**src/rtl/sdram_rd_pkg.sv**
```systemverilog
// Shared state encoding and default widths for the SDRAM read-side sequencer.
package sdram_rd_pkg;

  localparam int DEF_ADDR_W = 24;
  localparam int DEF_DATA_W = 16;

  typedef enum logic [2:0] {
    IDLE     = 3'd0,
    ISSUE    = 3'd1,
    WAIT_ACK = 3'd2,
    GAP      = 3'd3,
    DONE     = 3'd4
  } rd_state_e;

endpackage

```
**src/rtl/sdram_rd_fifo.sv**
```systemverilog
// Synchronous show-ahead FIFO with a registered head word and occupancy count.
module sdram_rd_fifo #(
  parameter int DEPTH  = 16,
  parameter int DATA_W = 16,
  localparam int PTR_W = $clog2(DEPTH),
  localparam int LVL_W = PTR_W + 1
) (
  input  logic              clk,
  input  logic              sys_rst,
  input  logic              push,
  input  logic [DATA_W-1:0] push_data,
  input  logic              pop,
  output logic [DATA_W-1:0] head,
  output logic              valid,
  output logic [LVL_W-1:0]  level
);

  localparam logic [LVL_W-1:0] FULL_LVL = LVL_W'(DEPTH);
  localparam logic [LVL_W-1:0] ONE_LVL  = LVL_W'(1);

  logic [DATA_W-1:0] mem_r [DEPTH];
  logic [PTR_W-1:0]  wr_ptr_r;
  logic [PTR_W-1:0]  rd_ptr_r;
  logic              push_ok_s;
  logic              pop_ok_s;
  logic [LVL_W-1:0]  level_next_s;
  logic [DATA_W-1:0] head_next_s;

  // Next occupancy and next head word
  always_comb begin
    push_ok_s    = push && (level != FULL_LVL);
    pop_ok_s     = pop && valid;
    level_next_s = level;
    head_next_s  = head;
    case ({push_ok_s, pop_ok_s})
      2'b10:   level_next_s = level + ONE_LVL;
      2'b01:   level_next_s = level - ONE_LVL;
      default: level_next_s = level;
    endcase
    // A pop exposes the next stored word, or the word arriving this cycle if none is stored
    if (pop_ok_s) begin
      if (level > ONE_LVL) begin
        head_next_s = mem_r[rd_ptr_r + PTR_W'(1)];
      end else if (push_ok_s) begin
        head_next_s = push_data;
      end else begin
        head_next_s = head;
      end
    end else if (push_ok_s && !valid) begin
      head_next_s = push_data;
    end else begin
      head_next_s = head;
    end
  end

  // Pointers, occupancy and head register
  always_ff @(posedge clk) begin
    if (sys_rst) begin
      wr_ptr_r <= '0;
      rd_ptr_r <= '0;
      level    <= '0;
      valid    <= 1'b0;
      head     <= '0;
    end else begin
      if (push_ok_s) wr_ptr_r <= wr_ptr_r + PTR_W'(1);
      if (pop_ok_s)  rd_ptr_r <= rd_ptr_r + PTR_W'(1);
      level <= level_next_s;
      valid <= (level_next_s != '0);
      head  <= head_next_s;
    end
  end

  // Storage array; contents need no reset because level gates every read
  always_ff @(posedge clk) begin
    if (push_ok_s) mem_r[wr_ptr_r] <= push_data;
  end

endmodule

```
**src/rtl/sdram_burst_reader.sv**
```systemverilog
// Burst read sequencer: one edge-triggered read handshake per word into a show-ahead FIFO.
module sdram_burst_reader
  import sdram_rd_pkg::*;
#(
  parameter int FIFO_DEPTH = 16,
  parameter int ADDR_W     = DEF_ADDR_W,
  parameter int DATA_W     = DEF_DATA_W,
  parameter int LEN_W      = 16,
  localparam int LVL_W     = $clog2(FIFO_DEPTH) + 1
) (
  input  logic              clk,
  input  logic              sys_rst,
  input  logic              start,
  input  logic [ADDR_W-1:0] start_addr,
  input  logic [LEN_W-1:0]  length,
  input  logic              abort,
  output logic              busy,
  output logic              done,
  output logic [ADDR_W-1:0] mem_address,
  output logic              mem_read_req,
  input  logic              mem_read_ack,
  input  logic [DATA_W-1:0] mem_data,
  output logic [DATA_W-1:0] out_data,
  output logic              out_valid,
  input  logic              out_ready,
  output logic [LVL_W-1:0]  fifo_level
);

  localparam logic [LVL_W-1:0] FULL_LVL = LVL_W'(FIFO_DEPTH);

  rd_state_e         state_r;
  rd_state_e         state_next_s;
  logic [ADDR_W-1:0] addr_r;
  logic [ADDR_W-1:0] addr_next_s;
  logic [ADDR_W-1:0] mem_address_next_s;
  logic [LEN_W-1:0]  rem_r;
  logic [LEN_W-1:0]  rem_next_s;
  logic              abort_lat_r;
  logic              abort_next_s;
  logic              req_next_s;
  logic              push_s;

  // Next-state, counter and request decode
  always_comb begin
    state_next_s       = state_r;
    addr_next_s        = addr_r;
    rem_next_s         = rem_r;
    abort_next_s       = abort_lat_r;
    req_next_s         = mem_read_req;
    mem_address_next_s = mem_address;
    push_s             = 1'b0;
    case (state_r)
      IDLE: begin
        if (start) begin
          abort_next_s = 1'b0;
          if (length != '0) begin
            addr_next_s  = start_addr;
            rem_next_s   = length;
            state_next_s = ISSUE;
          end else begin
            state_next_s = DONE;
          end
        end else begin
          state_next_s = IDLE;
        end
      end
      ISSUE: begin
        if (abort) begin
          state_next_s = DONE;
        end else if (fifo_level < FULL_LVL) begin
          req_next_s         = 1'b1;
          mem_address_next_s = addr_r;
          state_next_s       = WAIT_ACK;
        end else begin
          req_next_s = 1'b0;
        end
      end
      WAIT_ACK: begin
        // The request is never withdrawn early; abort only stops the next one
        if (abort) abort_next_s = 1'b1;
        else       abort_next_s = abort_lat_r;
        if (mem_read_ack) begin
          push_s       = 1'b1;
          req_next_s   = 1'b0;
          addr_next_s  = addr_r + ADDR_W'(1);
          rem_next_s   = rem_r - LEN_W'(1);
          state_next_s = GAP;
        end else begin
          req_next_s = 1'b1;
        end
      end
      GAP: begin
        if (abort) abort_next_s = 1'b1;
        else       abort_next_s = abort_lat_r;
        if (!mem_read_ack) begin
          if ((rem_r == '0) || abort_lat_r || abort) state_next_s = DONE;
          else                                       state_next_s = ISSUE;
        end else begin
          state_next_s = GAP;
        end
      end
      DONE:    state_next_s = IDLE;
      default: state_next_s = IDLE;
    endcase
  end

  // State, counters and registered handshake/status outputs
  always_ff @(posedge clk) begin
    if (sys_rst) begin
      state_r      <= IDLE;
      addr_r       <= '0;
      rem_r        <= '0;
      abort_lat_r  <= 1'b0;
      mem_address  <= '0;
      mem_read_req <= 1'b0;
      busy         <= 1'b0;
      done         <= 1'b0;
    end else begin
      state_r      <= state_next_s;
      addr_r       <= addr_next_s;
      rem_r        <= rem_next_s;
      abort_lat_r  <= abort_next_s;
      mem_address  <= mem_address_next_s;
      mem_read_req <= req_next_s;
      busy         <= (state_r != IDLE);
      done         <= (state_r == DONE);
    end
  end

  sdram_rd_fifo #(
    .DEPTH  (FIFO_DEPTH),
    .DATA_W (DATA_W)
  ) u_fifo (
    .clk       (clk),
    .sys_rst   (sys_rst),
    .push      (push_s),
    .push_data (mem_data),
    .pop       (out_ready),
    .head      (out_data),
    .valid     (out_valid),
    .level     (fifo_level)
  );

endmodule

```
**config.mk**
```make
export PLATFORM = sky130hd
export DESIGN_NAME = sdram_burst_reader
export DESIGN_NICKNAME = d
export VERILOG_FILES = /design/src/rtl/sdram_rd_pkg.sv /design/src/rtl/sdram_rd_fifo.sv /design/src/rtl/sdram_burst_reader.sv
export SDC_FILE = /design/constraint.sdc
export NUM_CORES = 1
export LEC_CHECK = 0
export CAP_MARGIN = 20
export CORE_MARGIN = 2
export CORE_UTILIZATION = 40
export DETAILED_ROUTE_END_ITERATION = 10
export GPL_TIMING_DRIVEN = 0
export PLACE_DENSITY_LB_ADDON = 0.3
export SLEW_MARGIN = 5
export SYNTH_ARGS = -nofsm -noshare
export SYNTH_HDL_FRONTEND = slang
export SYNTH_HIERARCHICAL = 1
export SYNTH_SLANG_ARGS = --single-unit
```
**constraint.sdc**
```tcl
create_clock -name clk -period 4.25 [get_ports clk]
set_input_delay 0.6375 -clock clk [delete_from_list [all_inputs] [get_ports clk]]
set_output_delay 0.6375 -clock clk [all_outputs]
set_load 0.05 [all_outputs]
```
Word level (Yosys, flattened, before mapping)

Memory sizes are Yosys's and may differ from the RTL's.
Index checks and enable logic that the tools add are counted.
Widths: inputs -> output; s select.

RAM bits: 256
Logic and storage cells: 91
Input bits: 62
Output and inout port bits: 49
Flip-flop bits (word level): 101
Memories kept: 1

Memories:

| memory       | depth | width | read ports | clocked after memory_dff | wr ports | line                | text |
|---|---|---|---|---|---|---|---|
| u_fifo.mem_r | 16    | 16    | 1          | 0                        | 1        | sdram_rd_fifo.sv:21 | `logic [DATA_W-1:0] mem_r [DEPTH];` |

Muxes and demuxes: 32
Order comparisons: 2
Equal/unequal tests: 14
Reduce and logical (&&, ||, !) cells: 22
$add $sub $neg: 6
Bitwise gates (word level): 1

Operators with widths:

| operator              | count |
|---|---|
| $mux 16               | 7 |
| $mux 24               | 3 |
| $pmux 24 s2           | 1 |
| $pmux 16 s2           | 1 |
| $add 24x1->24 const B | 1 |
| $mux 3                | 7 |
| $logic_not 16->1      | 1 |
| $reduce_bool 16->1    | 1 |
| $sub 16x1->16 const B | 1 |
| $pmux 3 s4            | 1 |
| $pmux 5 s2            | 1 |
| $mux 1                | 9 |
| $add 4x1->4 const B   | 2 |
| $ne 2x2->1 const B    | 4 |
| $reduce_bool 2->1     | 4 |
| $eq 3x2->1 const B    | 2 |
| $reduce_and 2->1      | 3 |
| $reduce_and 3->1      | 2 |
| $add 5x1->5 const B   | 1 |
| $gt 5x1->1 const B    | 1 |
| $lt 5x5->1 const B    | 1 |
| $ne 5x5->1 const B    | 1 |
| $reduce_bool 5->1     | 1 |
| $sub 5x1->5 const B   | 1 |
| other kinds (16)      | 20 |

Logic depth before layout (Yosys ltp)

Gate-level depths: netlist (run 1).

Word-level depth: 6
Gate-level depth with buffers: 11

Hierarchy

Netlist (run 1), hierarchy kept.

Modules (own cells, without submodules):

| module             | instances | area an instance (um^2) | cells an instance |
|---|---|---|---|
| sdram_rd_fifo      | 1         | 11373.4                 | 703 |
| sdram_burst_reader | 1         | 3768.6                  | 512 |

Worst setup path before layout (run 1)

OpenSTA, ideal clock, no wires.

Kind: register to register
From: reg u_fifo.level[0]
To: mem u_fifo.mem_r[3][0] (enable)
Data arrival time: 2.870 ns
Stages on the path, launching flop included: 8
Path slack: 0.970 ns
Clock period less this slack: 3.280 ns
Path through: dfxtp_1 inv_1 ha_1 nor4bb_1 nand2b_1 inv_2 nand2_1 nor3_1

Cells in the longest elaborated chain, start to end: 4

RTL lines:

| element                      | line                | text |
|---|---|---|
| start: declaration           | sdram_rd_fifo.sv:15 | `output logic [LVL_W-1:0] level` |
| start signal: assignment     | sdram_rd_fifo.sv:67 | `level <= level_next_s;` |
| $ne 5x5->1                   | sdram_rd_fifo.sv:31 | `push_ok_s = push && (level != FULL_LVL);` |
| $logic_and 1x1->1            | sdram_rd_fifo.sv:31 |  |
| via u_fifo.push_ok_s         | sdram_rd_fifo.sv:24 | `logic push_ok_s;` |
| $mux 1                       | sdram_rd_fifo.sv:75 | `if (push_ok_s) mem_r[wr_ptr_r] <= push_data;` |
| $mux 1 (implied by the code) | sdram_rd_fifo.sv:75 |  |
| end: declaration             | sdram_rd_fifo.sv:21 |  |

The timed path passes the listed nets, and every way through them passes these cells.

Worst setup path in the final report (run 1)

From: reg state_r[1]
To: reg u_fifo.valid

Cells in the longest elaborated chain, start to end: 6

RTL lines:

| element                                         | line                      | text |
|---|---|---|
| start: declaration                              | sdram_burst_reader.sv:31  | `rd_state_e state_r;` |
| start signal: assignment                        | sdram_burst_reader.sv:119 | `state_r <= state_next_s;` |
| $eq 3x2->1 *                                    | sdram_burst_reader.sv:52  | `case (state_r)` |
| $mux 1 *                                        | sdram_burst_reader.sv:52  |  |
| via push_s                                      | sdram_burst_reader.sv:41  | `logic push_s;` |
| $logic_and 1x1->1 *                             | sdram_rd_fifo.sv:31       |  |
| $eq 2x1->1 / $eq 2x2->1 (equally long branches) | sdram_rd_fifo.sv:35       | `case ({push_ok_s, pop_ok_s})` |
| $pmux 5 s2 *                                    | sdram_rd_fifo.sv:35       |  |
| $reduce_bool 5->1 *                             | sdram_rd_fifo.sv:68       | `valid <= (level_next_s != '0);` |
| end signal: assignment                          | sdram_rd_fifo.sv:68       |  |
| end: declaration                                | sdram_rd_fifo.sv:14       | `output logic valid,` |

Mark *: on every way through the listed nets, which the timed path passes. The rest lies on a longest branch.
A chain may end at the register's enable or synchronous reset.

==> flow_results.org, run 1 <==
** Clocking
- After clock tree synthesis, the repair step resized 0 gates.
- Clock-pin slew was measured on the worst setup and hold paths at 0.05 ns.
- The number of setup buffers added after CTS is 0.
- Root Buffer Master :: sky130_fd_sc_hd__clkbuf_16
- Number of buffers inserted during clock tree synthesis :: 40
- Hold repair after CTS inserted 0 buffers.
- Clock Latency Late Sink :: around 0.55 ns
- Counting every sink on the clock net gives 357.
- CTS tree :: done
- In this run the deepest clock path goes through 3 buffers.
- H-Tree Level Count :: 2

** Timing
- Period minus WS final :: 3.595 ns
- After layout, the worst setup slack is 0.6546 ns.
- Based on the critical path, the design can be clocked at up to 278.1 MHz.
- Measured against its own limit, the worst slew margin works out to 0.3609.
- Slew at the pin closest to its max-slew limit :: 0.9534 ns
- Between clock sinks in the finished design, the worst skew comes to 0.03081 ns.
- Setup-violating endpoint count in the final report :: 0
- Number of endpoints with negative hold slack in the final report :: 0
- Worst hold slack after final layout :: about 0.46 ns
- Of the available clock period, the critical path in the final layout requires 0.8460.
- Number of max-slew violations in the final report :: 0
- RSZ-0062 raised after global routing :: false

** Critical path
- Critical R2R Launch :: state_r[1]$_SDFFE_PP0P_
- Critical path origin :: state_r[1]$_SDFFE_PP0P_
- The worst setup path is captured at a register.
- Depth of the worst register-to-register path :: 11
- Worst Setup Start Kind :: register
- Kind of cell adding the most delay to the critical path :: simple AND/OR/NAND/NOR gates
- Data required time at the worst endpoint :: 4.68 ns
- Endpoint of the worst register-to-register path :: u_fifo/valid$_SDFF_PP0_
- Worst Path Class, Setup :: reg2reg
- Among all stages on the critical path, the largest delay is contributed by sky130_fd_sc_hd__nor3b_2.
- In this run the worst path has a maximum fanout of 10.
- Arrival time of data at the critical path endpoint :: 4.02 ns
- CP cell instances :: buf_2, nor3b_2, and2_1, nand2b_1, ha_1, buf_2, nor2_1, mux2_1, a222oi_1, nor2_1, or3_1
- Together, buffers and inverters on the worst path number 2.
- On the worst path, the slowest cell contributes a delay of approximately 0.7 ns.
- Setup slack of the most critical reg-to-reg path :: between 0.6 and 0.7 ns

** Power and ir drop
- Summed over all cells, the static leakage comes to 5.929 nW.
- IR analysis of the VDD net gives a maximum drop of 0.0002551 V.
- For this design the ratio of total power to cell area is around 420 nW/um2.
- The design draws 0.007754 W.

** Detailed routing
- First-pass iteration count of the detailed router :: 5
- Initial drt markers :: just under 900
- Via/cell ratio :: 5.601
- Detailed Route WL :: 39,180 um
- The routed layout has between 10,000 and 15,000 vias.
- The detail route stage leaves a number of antenna-violating nets equal to 0.
- Final routed DRC violation total :: 0
- Dividing the detail-routed wire length by the instance count gives 20.38 um.

** Global routing
- Sum of overflow across all layers after global routing :: 0
- First-pass GRT wire length :: 59,950 um
- Initial antenna violation count :: 0
- Number of global-route vias before repair :: 10,495
- Pin count of the biggest net entering global routing :: 18
- For this run, the total global-route usage over all layers was measured as 0.1977.

** Cells and area
- 0 antenna diodes ended up in the layout.
- After routing the design area is 18,360 um2.
- Layout Utilization :: 0.4898
- Area Overhead vs Synth :: 21.25%
- Filler cell count in the final layout :: roughly 3,400
- Net count reported at finish :: 1,458
- Of the cells placed in the final design, the portion with a size suffix greater than 1 is 0.09844.

** Logic synthesis
- The cell count after synthesis came out at between 1,000 and 1,500.
- Async S/R FF share, synth :: 0
- Area share of the leading cell type in the synthesized netlist :: 0.5077
- The synthesized netlist occupies a cell area of 15,140 um2.
- Yosys instantiated no cell more often than sky130_fd_sc_hd__edfxtp_1.
- Mean post-synth cell area :: 12.46 um2
- The synthesized design contains between 300 and 400 register bits.
- Number of synthesized flops with an enable pin :: 256
- Of the synthesized area, sequential elements account for 0.6412.
- Yosys attributes the largest share of cell area to sky130_fd_sc_hd__edfxtp_1, sky130_fd_sc_hd__dfxtp_1, sky130_fd_sc_hd__mux2i_1, sky130_fd_sc_hd__a21oi_1, sky130_fd_sc_hd__nand2_1.
- The most used flip-flop cell after synthesis is sky130_fd_sc_hd__edfxtp_1.
- Most used standard cells in the synthesized netlist :: sky130_fd_sc_hd__edfxtp_1, sky130_fd_sc_hd__mux2i_1, sky130_fd_sc_hd__nand2_1, sky130_fd_sc_hd__a21oi_1, sky130_fd_sc_hd__dfxtp_1
- Yosys printed 6 warnings.
- Counting every net in the synthesized netlist gives around 1,300.
- Unique cell type count in the Yosys netlist :: 73
- The biggest area contributor in the post-synthesis netlist is sky130_fd_sc_hd__edfxtp_1.

** Min path
- Hold Path Depth :: 2
- In this run the worst hold path is classified as reg2reg.
- For hold timing, the worst endpoint is mem_address[12]$_SDFFE_PP0P_.
- Startpoint of the most critical hold path :: mem_address[12]$_SDFFE_PP0P_

** Floorplan
- In this run the core area contains 71 standard-cell rows.
- The floorplan step defined a core boundary enclosing between 30,000 and 40,000 um2.
- Initial core utilization :: 0.4039
- The die is approximately 200 um wide.
- The die covers 39,430 um2.
- The die is 198.6 um tall.
- roughly 110 I/O pins were placed.

** Flow run
- Count of max-cap constraint violations :: 0

** Placed design
- Detailed-placement wirelength estimate :: 27,220 um
- Final RePlAce weighted congestion :: 0.8916
- Number of buffer cells added on primary ports :: 109
- Placed inst area :: around 17,000 um2
- At the placement stage, the worst setup path has a slack of 0.7691 ns.

** Outcome
- The flow ran to the end, and the final reports show no timing, DRC or antenna violations.
kinds of logic after synthesis:
| logic type | Yosys count | share of synthesized area |
|---|---|---|
| AOI/OAI and AO/OA | 306 | 0.1331 |
| xor gates and xnor gates | 7 | 0.004049 |
| muxes | 131 | 0.08676 |
| buffers and inverters | 101 | 0.02876 |
| adders and majority gates | 14 | 0.01157 |
| and+or+nand+nor | 299 | 0.09453 |
| DFF | 357 | 0.6412 |
power by group:
part           switching, W  internal (W)  leakage [nW]
Combinational      0.000444      0.000251          2.21
Clock               0.00136       0.00184         0.593
Sequential        0.0000673       0.00379          3.12
placed cells by master (no fill, tap or decap), drive strengths merged, types with 5 or more instances in the layout:
cell           netlist  routed
nor3                20      20
inv                 15      16
a221oi              33      33
buf                 37      53
ha                  14      14
edfxtp             256     256
clkinv               1      13
a21o                 9       9
o32ai                5       5
clkbuf              48     105
o31ai                9       9
a31oi               15      15
dfxtp              101     101
a21oi              107     107
mux2i              129     129
or2                  6       6
a211oi               5       5
clkdlybuf4s50        0     109
o221ai              18      18
nand3               16      16
a22oi               35      35
nor2                70      70
nor2b                5       5
nor4                11      11
and2                 8       8
o21ai               44      44
nand4               10      10
nand2              120     120
nand2b               9       9
per-stage QoR:
step                cells  setup TNS, ns
floorplan            1215              0
global placement     1835         -10.45
detailed placement   1851              0
CTS                  1923              0
global route         1923              0
finish               1923              0
tightest hold or removal path: cells and delay by family (launching register included):
family | cells | cell delay, ns
compound gates | 1 | 0.05
flops | 1 | 0.31
simple gates | 1 | 0.05
sequential cells by signal, indices dropped and copies added (netlist names), 4 cells and up:
signal           count
rem_r               16
u_fifo/mem_r       256
u_fifo/head         16
u_fifo/level         5
mem_address         24
u_fifo/wr_ptr_r      4
addr_r              24
u_fifo/rd_ptr_r      4
how the worst max path moves through the flow:
stage                                               to  cells past startpoint
after floorplan           u_fifo/mem_r[3][0]$_DFFE_PP_                      7
after global placement    u_fifo/mem_r[3][0]$_DFFE_PP_                      7
after detailed placement       u_fifo/valid$_SDFF_PP0_                     11
after CTS                      u_fifo/valid$_SDFF_PP0_                     11
after global routing           u_fifo/valid$_SDFF_PP0_                     11
final                          u_fifo/valid$_SDFF_PP0_                     11
per-layer routing:
metal	part of all wire	wire, um	GRT usage
met1	0.44	17070	0.2697
met2	0.48	18670	0.3256
met3	0.069	2707	0.03255
met4	0.019	733	0.05694
met5	0	0	0
layout make-up:
type | count | area [um2] | share of cell area
Buffer | 85 | 375.4 | 0.02044
Clock buffer | 57 | 1115 | 0.06072
Clock inverter | 15 | 112.6 | 0.006133
Inverter | 16 | 60.06 | 0.003271
Multi-Input combinational cell | 757 | 5047 | 0.2749
Sequential cell | 357 | 9709 | 0.5288
Tap cell | 511 | 639.4 | 0.03482
Timing Repair Buffer | 125 | 1301 | 0.07087
Power figures use the tool's default switching activity.
==> inputs of run 2 (changes only) <==
==> constraint.sdc (replaced) <==
create_clock -name clk -period 3 [get_ports clk]
set_input_delay 0.45 -clock clk [delete_from_list [all_inputs] [get_ports clk]]
set_output_delay 0.45 -clock clk [all_outputs]
set_load 0.05 [all_outputs]
==> flow_results.org, run 2 (synthesis results as in run 1) <==
** Detailed routing
- Detailed Route WL :: 38,810 um
- After the first detailed-routing iteration, the DRC count stood at 893.
- Before antenna repair, the detailed router went through 5 iterations.
- Routed wire per std cell :: 20.20 um
- Via/cell ratio :: ~5.6
- The final route contains 10,725 vias.
- The count of nets left with antenna violations once routing finished came out at 0.
- Final routed DRC violation total :: 0

** Critical path
- Kind of cell adding the most delay to the critical path :: simple AND/OR/NAND/NOR gates
- On the worst path, the slowest cell contributes a delay of 0.40 ns.
- Crit. End Element :: register
- CP cell instances :: inv_1, ha_1, nor4bb_2, nand2b_2, ha_1, clkbuf_4, nor2_1, mux2_1, a222oi_1, nor2_1, or3_1
- Critical Path Slowest Stage Cell :: sky130_fd_sc_hd__dfxtp_4
- Critical path origin :: u_fifo/level[0]$_SDFF_PP0_
- Number of gates on the worst path with buffers counted :: 11
- STA classifies the critical path startpoint as a register.
- Of all nets on the critical path, the largest fanout is 10.
- Counting both buffers and inverters, the worst setup path holds a total of 2.
- Data required time at the worst endpoint :: ~3.4 ns
- Arrival time of data at the critical path endpoint :: 3.28 ns
- Worst Path Class, Setup :: reg2reg
- Depth of the worst register-to-register path :: 11
- Critical R2R Launch :: u_fifo/level[0]$_SDFF_PP0_

** Global routing
- For this run, the total global-route usage over all layers was measured as 0.1976.
- Pin count of the biggest net entering global routing :: 18
- First-pass GRT wire length :: roughly 60,000 um
- Initial antenna violation count :: 0
- Number of global-route vias before repair :: 10,384
- Sum of overflow across all layers after global routing :: 0

** Power and ir drop
- The share of total power dissipated in sequential elements is 0.494.
- Summed over all cells, the static leakage comes to 5.927 nW.
- Switching power of the nets :: 0.002652 W
- VDD sags by at most 0.0004726 V.
- Comb pwr share :: 0.089
- The internal power of the cells totals 0.008437 W.
- Of the total power, the share spent switching nets is 0.2392.
- Clk network pwr share :: 0.418
- In this run the power density over the cells is 601.6 nW/um2.

** Cells and area
- Leaving out fill and tap cells, the most frequent cell in the layout is sky130_fd_sc_hd__edfxtp_1.
- In the final layout, the registers with the most flip-flops are u_fifo/mem_r x256, addr_r x24, mem_address x24.
- The library cells used most frequently in the layout, excluding fill and tap cells, are sky130_fd_sc_hd__edfxtp_1, sky130_fd_sc_hd__mux2i_1, sky130_fd_sc_hd__nand2_1.
- Diodes inserted :: 0
- Proportion of layout cells with a drive suffix above 1 :: 0.1028
- Layout Utilization :: 0.4917
- Flip-flop count of the largest register after layout :: around 260
- Register containing the most flip-flops in the final layout :: u_fifo/mem_r
- Net count reported at finish :: around 1,500
- Once layout is complete, the cells apart from fillers number 1,921.
- Compared with the post-synthesis result, the final layout area differs by 21.74%.

** Min path
- Hold Path Depth :: 3
- Startpoint of the most critical hold path :: mem_read_ack
- In this run the worst hold path is classified as in2reg.

** Floorplan
- The die is 198.6 um tall.
- Initial core utilization :: 0.4039
- The initialized floorplan defines 71 standard-cell rows.
- X dimension of the die :: a little under 200 um
- After floorplanning, the core was sized to cover 37,490 um2.
- Number of primary I/O pins :: roughly 110
- The floorplan step defined a die boundary enclosing 39,430 um2.

** Placed design
- Number of instances in the placed design :: between 1,500 and 2,000
- The congestion estimate from routability-driven global placement came to 0.9088.
- In this run the tool buffered the top-level ports with ~110 buffer cells.
- Worst slack at placement :: -0.4863 ns
- Detailed-placement wirelength estimate :: between 20,000 and 30,000 um

** Timing
- Once routing completed, OpenROAD measured the worst setup slack at 0.1580 ns.
- For this run, the top clock speed supported by timing is 351.9 MHz.
- Max_slew headroom :: 0.3222
- Setup repair after global routing left no endpoint under its margin.
- The final number of max-transition violations came to 0.
- Dividing the final minimum period by the clock period gives 0.9473.
- The clock arrives with approximately 0.024 ns of skew.
- Period minus WS final :: 2.842 ns
- Final sum of negative setup slack :: 0 ns
- The tightest hold path in the finished design has a slack of between 0.4 and 0.5 ns.
- Setup violations remaining at the end of the flow were counted as 0.
- At the pin with the least slew margin, the transition time is 1.013 ns.
- The hold violation total from the final report came to 0.

** Clocking
- Maximum count of clock buffers along a single path :: 3
- For this design, the sink count on the clock tree is 357.
- CTS hold repair buffers :: 0
- H-Tree Level Count :: 2
- TritonCTS built the clock tree.
- Root Buffer Master :: sky130_fd_sc_hd__clkbuf_16
- After clock tree synthesis, the clock-pin slew on the worst setup and hold paths is 0.06 ns.
- Number of buffers inserted during clock tree synthesis :: 39
- For the worst-skew pair, the clock arrives at the later sink with an insertion delay of 0.56 ns.

** Flow run
- The tool flagged a number of max-cap violations equal to 0.

** Outcome
- Status :: complete, no violations
[run 2: path summary, 6_finish.rpt]
path | end | slack (ns)
setup / recovery | u_fifo/valid$_SDFF_PP0_ | 0.16
hold / removal | addr_r[16]$_SDFFE_PP0P_ | 0.43
setup reg to reg | u_fifo/valid$_SDFF_PP0_ | 0.16
hold reg to reg | mem_address[21]$_SDFFE_PP0P_ | 0.45
[run 2: stage by stage]
| stage | total power [W] | area [um2] |
|---|---|---|
| after floorplan | 0.006135 | 15160 |
| final | 0.01109 | 18430 |
| after global placement | 0.006525 | 16900 |
| after CTS | 0.01116 | 18420 |
| after global routing | 0.01147 | 18430 |
| after detailed placement | 0.006539 | 17160 |
[run 2: final cells by class]
type,instances,area (um2)
Tap cell,511,639.4
Inverter,16,60.06
Fill cell,3343,19050
Clock buffer,60,1125
Clock inverter,12,123.9
Timing Repair Buffer,124,1305
Buffer,84,376.6
Multi-Input combinational cell,757,5090
Sequential cell,357,9714
[run 2: power groups by stage]
stage	clock network, W	registers [W]	logic (W)
floorplan	0	0.00563	0.000506
global placement	0	0.00557	0.000955
detailed placement	0	0.00557	0.000967
CTS	0.00472	0.00547	0.000975
global route	0.00492	0.00549	0.00106
finish	0.00463	0.00547	0.000984
[run 2: what timing repair did]
action                                  4_1_cts  5_1_grt
gates cloned                                  0        0
endpoints found under the setup margin      103        1
buffers inserted                              1        0
resized for setup                             1        8
[run 2: worst min-delay path, stage by stage]
cell and delay [ns]:
sky130_fd_sc_hd__clkbuf_1 0.24, sky130_fd_sc_hd__nand4_1 0.17, sky130_fd_sc_hd__a31oi_1 0.07
[run 2: per-layer routing]
| layer | vias up | track usage | routed length (um) |
|---|---|---|---|
| met5 | - | 0 | 0 |
| met4 | 0 | 0.07159 | 1096 |
| met3 | 76 | 0.03679 | 2451 |
| met2 | 399 | 0.3134 | 18040 |
| met1 | 5274 | 0.2711 | 17220 |
| li1 | 4976 | - | - |
==> inputs of run 3 (changes only) <==
==> constraint.sdc (replaced) <==
create_clock -name clk -period 3 [get_ports clk]
set_input_delay 0.45 -clock clk [delete_from_list [all_inputs] [get_ports clk]]
set_output_delay 0.45 -clock clk [all_outputs]
set_load 0.02 [all_outputs]
==> flow_results.org, run 3 (synthesis results as in run 1) <==
** Outcome
- The flow ran to the end, and the final reports show no timing, DRC or antenna violations.

** Cells and area
- Post-route cell area :: 18,270 um2
- Highest-count cells in the layout ignoring fill and taps :: sky130_fd_sc_hd__edfxtp_1, sky130_fd_sc_hd__mux2i_1, sky130_fd_sc_hd__nand2_1
- From synthesis to final layout, the design area changed by 20.66%.
- Multi-input combinational cell area :: 5086 um2
- The register with the most flip-flops in the layout has 256 of them.
- Net count reported at finish :: between 1,000 and 1,500
- Filler cell count in the final layout :: 3,373
- Sequential standard cell area :: 9714 um2
- Register containing the most flip-flops in the final layout :: u_fifo/mem_r
- Diodes inserted :: 0
- Leading cell type in the layout, fill and taps excluded :: sky130_fd_sc_hd__edfxtp_1
- The largest registers in the layout are u_fifo/mem_r x256, addr_r x24, mem_address x24.
- Post-Layout Cell Count :: 1,917
- In the final layout, the share of cells above drive strength 1 is 0.09531.

** Detailed routing
- In the routed design, unresolved DRC markers number 0.
- Count of antenna-violating nets left after detailed routing :: 0
- Before antenna repair, the detailed router went through 5 iterations.
- Initial drt markers :: 886
- In the final routed layout, each cell accounts on average for 20.53 um.
- Number of vias in the routed layout :: ~11,000
- Detailed Route WL :: 39,360 um
- Dividing the detail-routed via count by the number of cells gives ~5.6.

** Timing
- Headroom to the max-slew limit came out at 0.3470.
- Max Freq :: 350.7 MHz
- Across the routed clock network, the largest skew measured is roughly 0.038 ns.
- Setup-violating endpoint count in the final report :: 0
- At the pin with the least slew margin, the transition time is between 0.9 and 1 ns.
- Post-route clock period utilization :: 0.9505
- Final sum of negative setup slack :: 0 ns
- In the post-route analysis, the smallest setup slack over all paths is 0.1486 ns.
- Number of max-slew violations in the final report :: 0
- The hold violation total from the final report came to 0.
- Period minus WS final :: 2.851 ns

** Global routing
- First-pass GRT wire length :: just under 60,000 um
- Sum of overflow across all layers after global routing :: 0
- Global-route usage over all layers :: 0.1964
- The number of antenna violations at the first check in global routing is 0.
- The via count of the first global-routing pass is 10,236.
- Entering global routing, the biggest net connects 18 pins.

** Floorplan
- Initial core utilization :: 0.4039
- Number of primary I/O pins :: 111
- Die Y-Extent :: 198.6 um
- Placement Rows :: 71
- After floorplanning, the core was sized to cover 37,490 um2.
- Die Area :: a little under 40,000 um2
- Measured along the x axis, the die boundary spans around 200 um.

** Critical path
- Worst Setup Start Kind :: register
- The critical path is of the reg2reg type.
- STA puts the critical path data required time at 3.42 ns.
- Critical R2R Launch :: state_r[1]$_SDFFE_PP0P_
- Walking the worst path, the cells encountered are buf_4, nor3b_4, and2_4, nand2b_2, ha_1, clkbuf_4, nor2_1, mux2_1, a222oi_1, nor2_1, or3_1.
- Among all stages on the critical path, the largest delay is contributed by sky130_fd_sc_hd__or3_1.
- Critical path origin :: state_r[1]$_SDFFE_PP0P_
- Crit. End Element :: register
- Peak per-stage delay on the critical path :: 0.37 ns
- Most frequent CP cell :: sky130_fd_sc_hd__nor2_1
- Data arrives at the worst endpoint at 3.27 ns.
- Along the worst path, the maximum fanout reaches 10.

** Power and ir drop
- Power per unit of standard cell area :: around 580 nW/um2
- The share of total power dissipated in sequential elements is 0.515.
- Int Pwr :: between 0.008 and 0.009 W
- Comb pwr share :: 0.087
- Switching power of the nets :: between 0.002 and 0.003 W
- The design draws between 0.01 and 0.015 W.
- Sw Ratio :: 0.2384
- In this run the static leakage power is 5.853 nW.
- Worst IR Drop VDD :: between 0.0003 and 0.0004 V
- Of the total power, the clock network draws 0.398.

** Clocking
- For the worst-skew pair, the clock arrives at the later sink with an insertion delay of 0.54 ns.
- CTS hold repair buffers :: 0
- TritonCTS built the clock tree.
- The clock drives 357 sinks.
- CTS placed an instance of sky130_fd_sc_hd__clkbuf_16 at the clock tree root.
- After clock tree synthesis, the clock-pin slew on the worst setup and hold paths is 0.06 ns.
- In this run the deepest clock path goes through 3 buffers.
- In this run, CTS created clock tree buffers numbering 38.
- H-Tree Level Count :: 2

** Placed design
- During placement, the flow inserted port buffers numbering 109.
- The HPWL after detailed placement is 26,910 um.
- The congestion estimate from routability-driven global placement came to 0.8778.
- In this run, placement finished with an instance count of 1,849.
- Placed inst area :: 17,140 um2
- Prior to clock tree synthesis, the placed netlist has a worst setup slack of -0.4946 ns.

** Min path
- Startpoint of the most critical hold path :: mem_address[13]$_SDFFE_PP0P_
- Path category of the worst min-delay check :: reg2reg

** Flow run
- Count of max-cap constraint violations :: 0
run 3: final timing paths:
kind / endpoint / slack (ns) / cells past startpoint
setup / recovery: u_fifo/valid$_SDFF_PP0_ / 0.15 / 11
setup reg to reg: u_fifo/valid$_SDFF_PP0_ / 0.15 / 11
hold reg to reg: mem_address[13]$_SDFFE_PP0P_ / 0.45 / 2
hold / removal: mem_address[13]$_SDFFE_PP0P_ / 0.45 / 2
run 3: per-layer routing:
layer	up-vias	wire, um	track usage
met5	-	0	0
met3	72	2367	0.02696
li1	4965	-	-
met4	0	1011	0.06164
met2	363	18600	0.3270
met1	5300	17380	0.2666
run 3: through the flow:
| stage | hold WS, ns | util |
|---|---|---|
| after floorplan | 0.4374 | - |
| after global placement | 0.4468 | 0.4503 |
| after detailed placement | 0.4467 | 0.4572 |
| after CTS | 0.4446 | 0.4867 |
| after global routing | 0.4710 | 0.4874 |
| final | 0.4544 | 0.4874 |
run 3: layout make-up:
class,instances,area share
sequential,357,0.5317
multi-input combinational,757,0.2784
timing repair buffer,124,0.07136
clock buffer,56,0.05575
tap,511,0.03500
buffer,84,0.02061
clock inverter,12,0.003904
inverter,16,0.003287
run 3: power groups by stage:
stage / Combinational, W / Clock [W] / Sequential [W]
finish: 0.000926 / 0.00423 / 0.00548
CTS: 0.000915 / 0.00432 / 0.00547
global placement: 0.000893 / 0 / 0.00557
detailed placement: 0.000907 / 0 / 0.00557
floorplan: 0.000506 / 0 / 0.00557
global route: 0.000997 / 0.00450 / 0.00549
run 3: timing repair:
item,4_1_cts,5_1_grt
buffers inserted,1,0
pin swaps,0,1
setup endpoints to repair,126,8
resized for setup,3,9
run 3: worst max-delay path, delay by kind of cell (launching register included):
kind,cells,cell delay [ns]
flip-flops,1,0.34
adder cells (fa/ha/maj),1,0.29
AND/OR/NAND/NOR,6,1.11
multiplexers,1,0.29
buffers and inverters,2,0.36
AO/OA/AOI/OAI,1,0.33
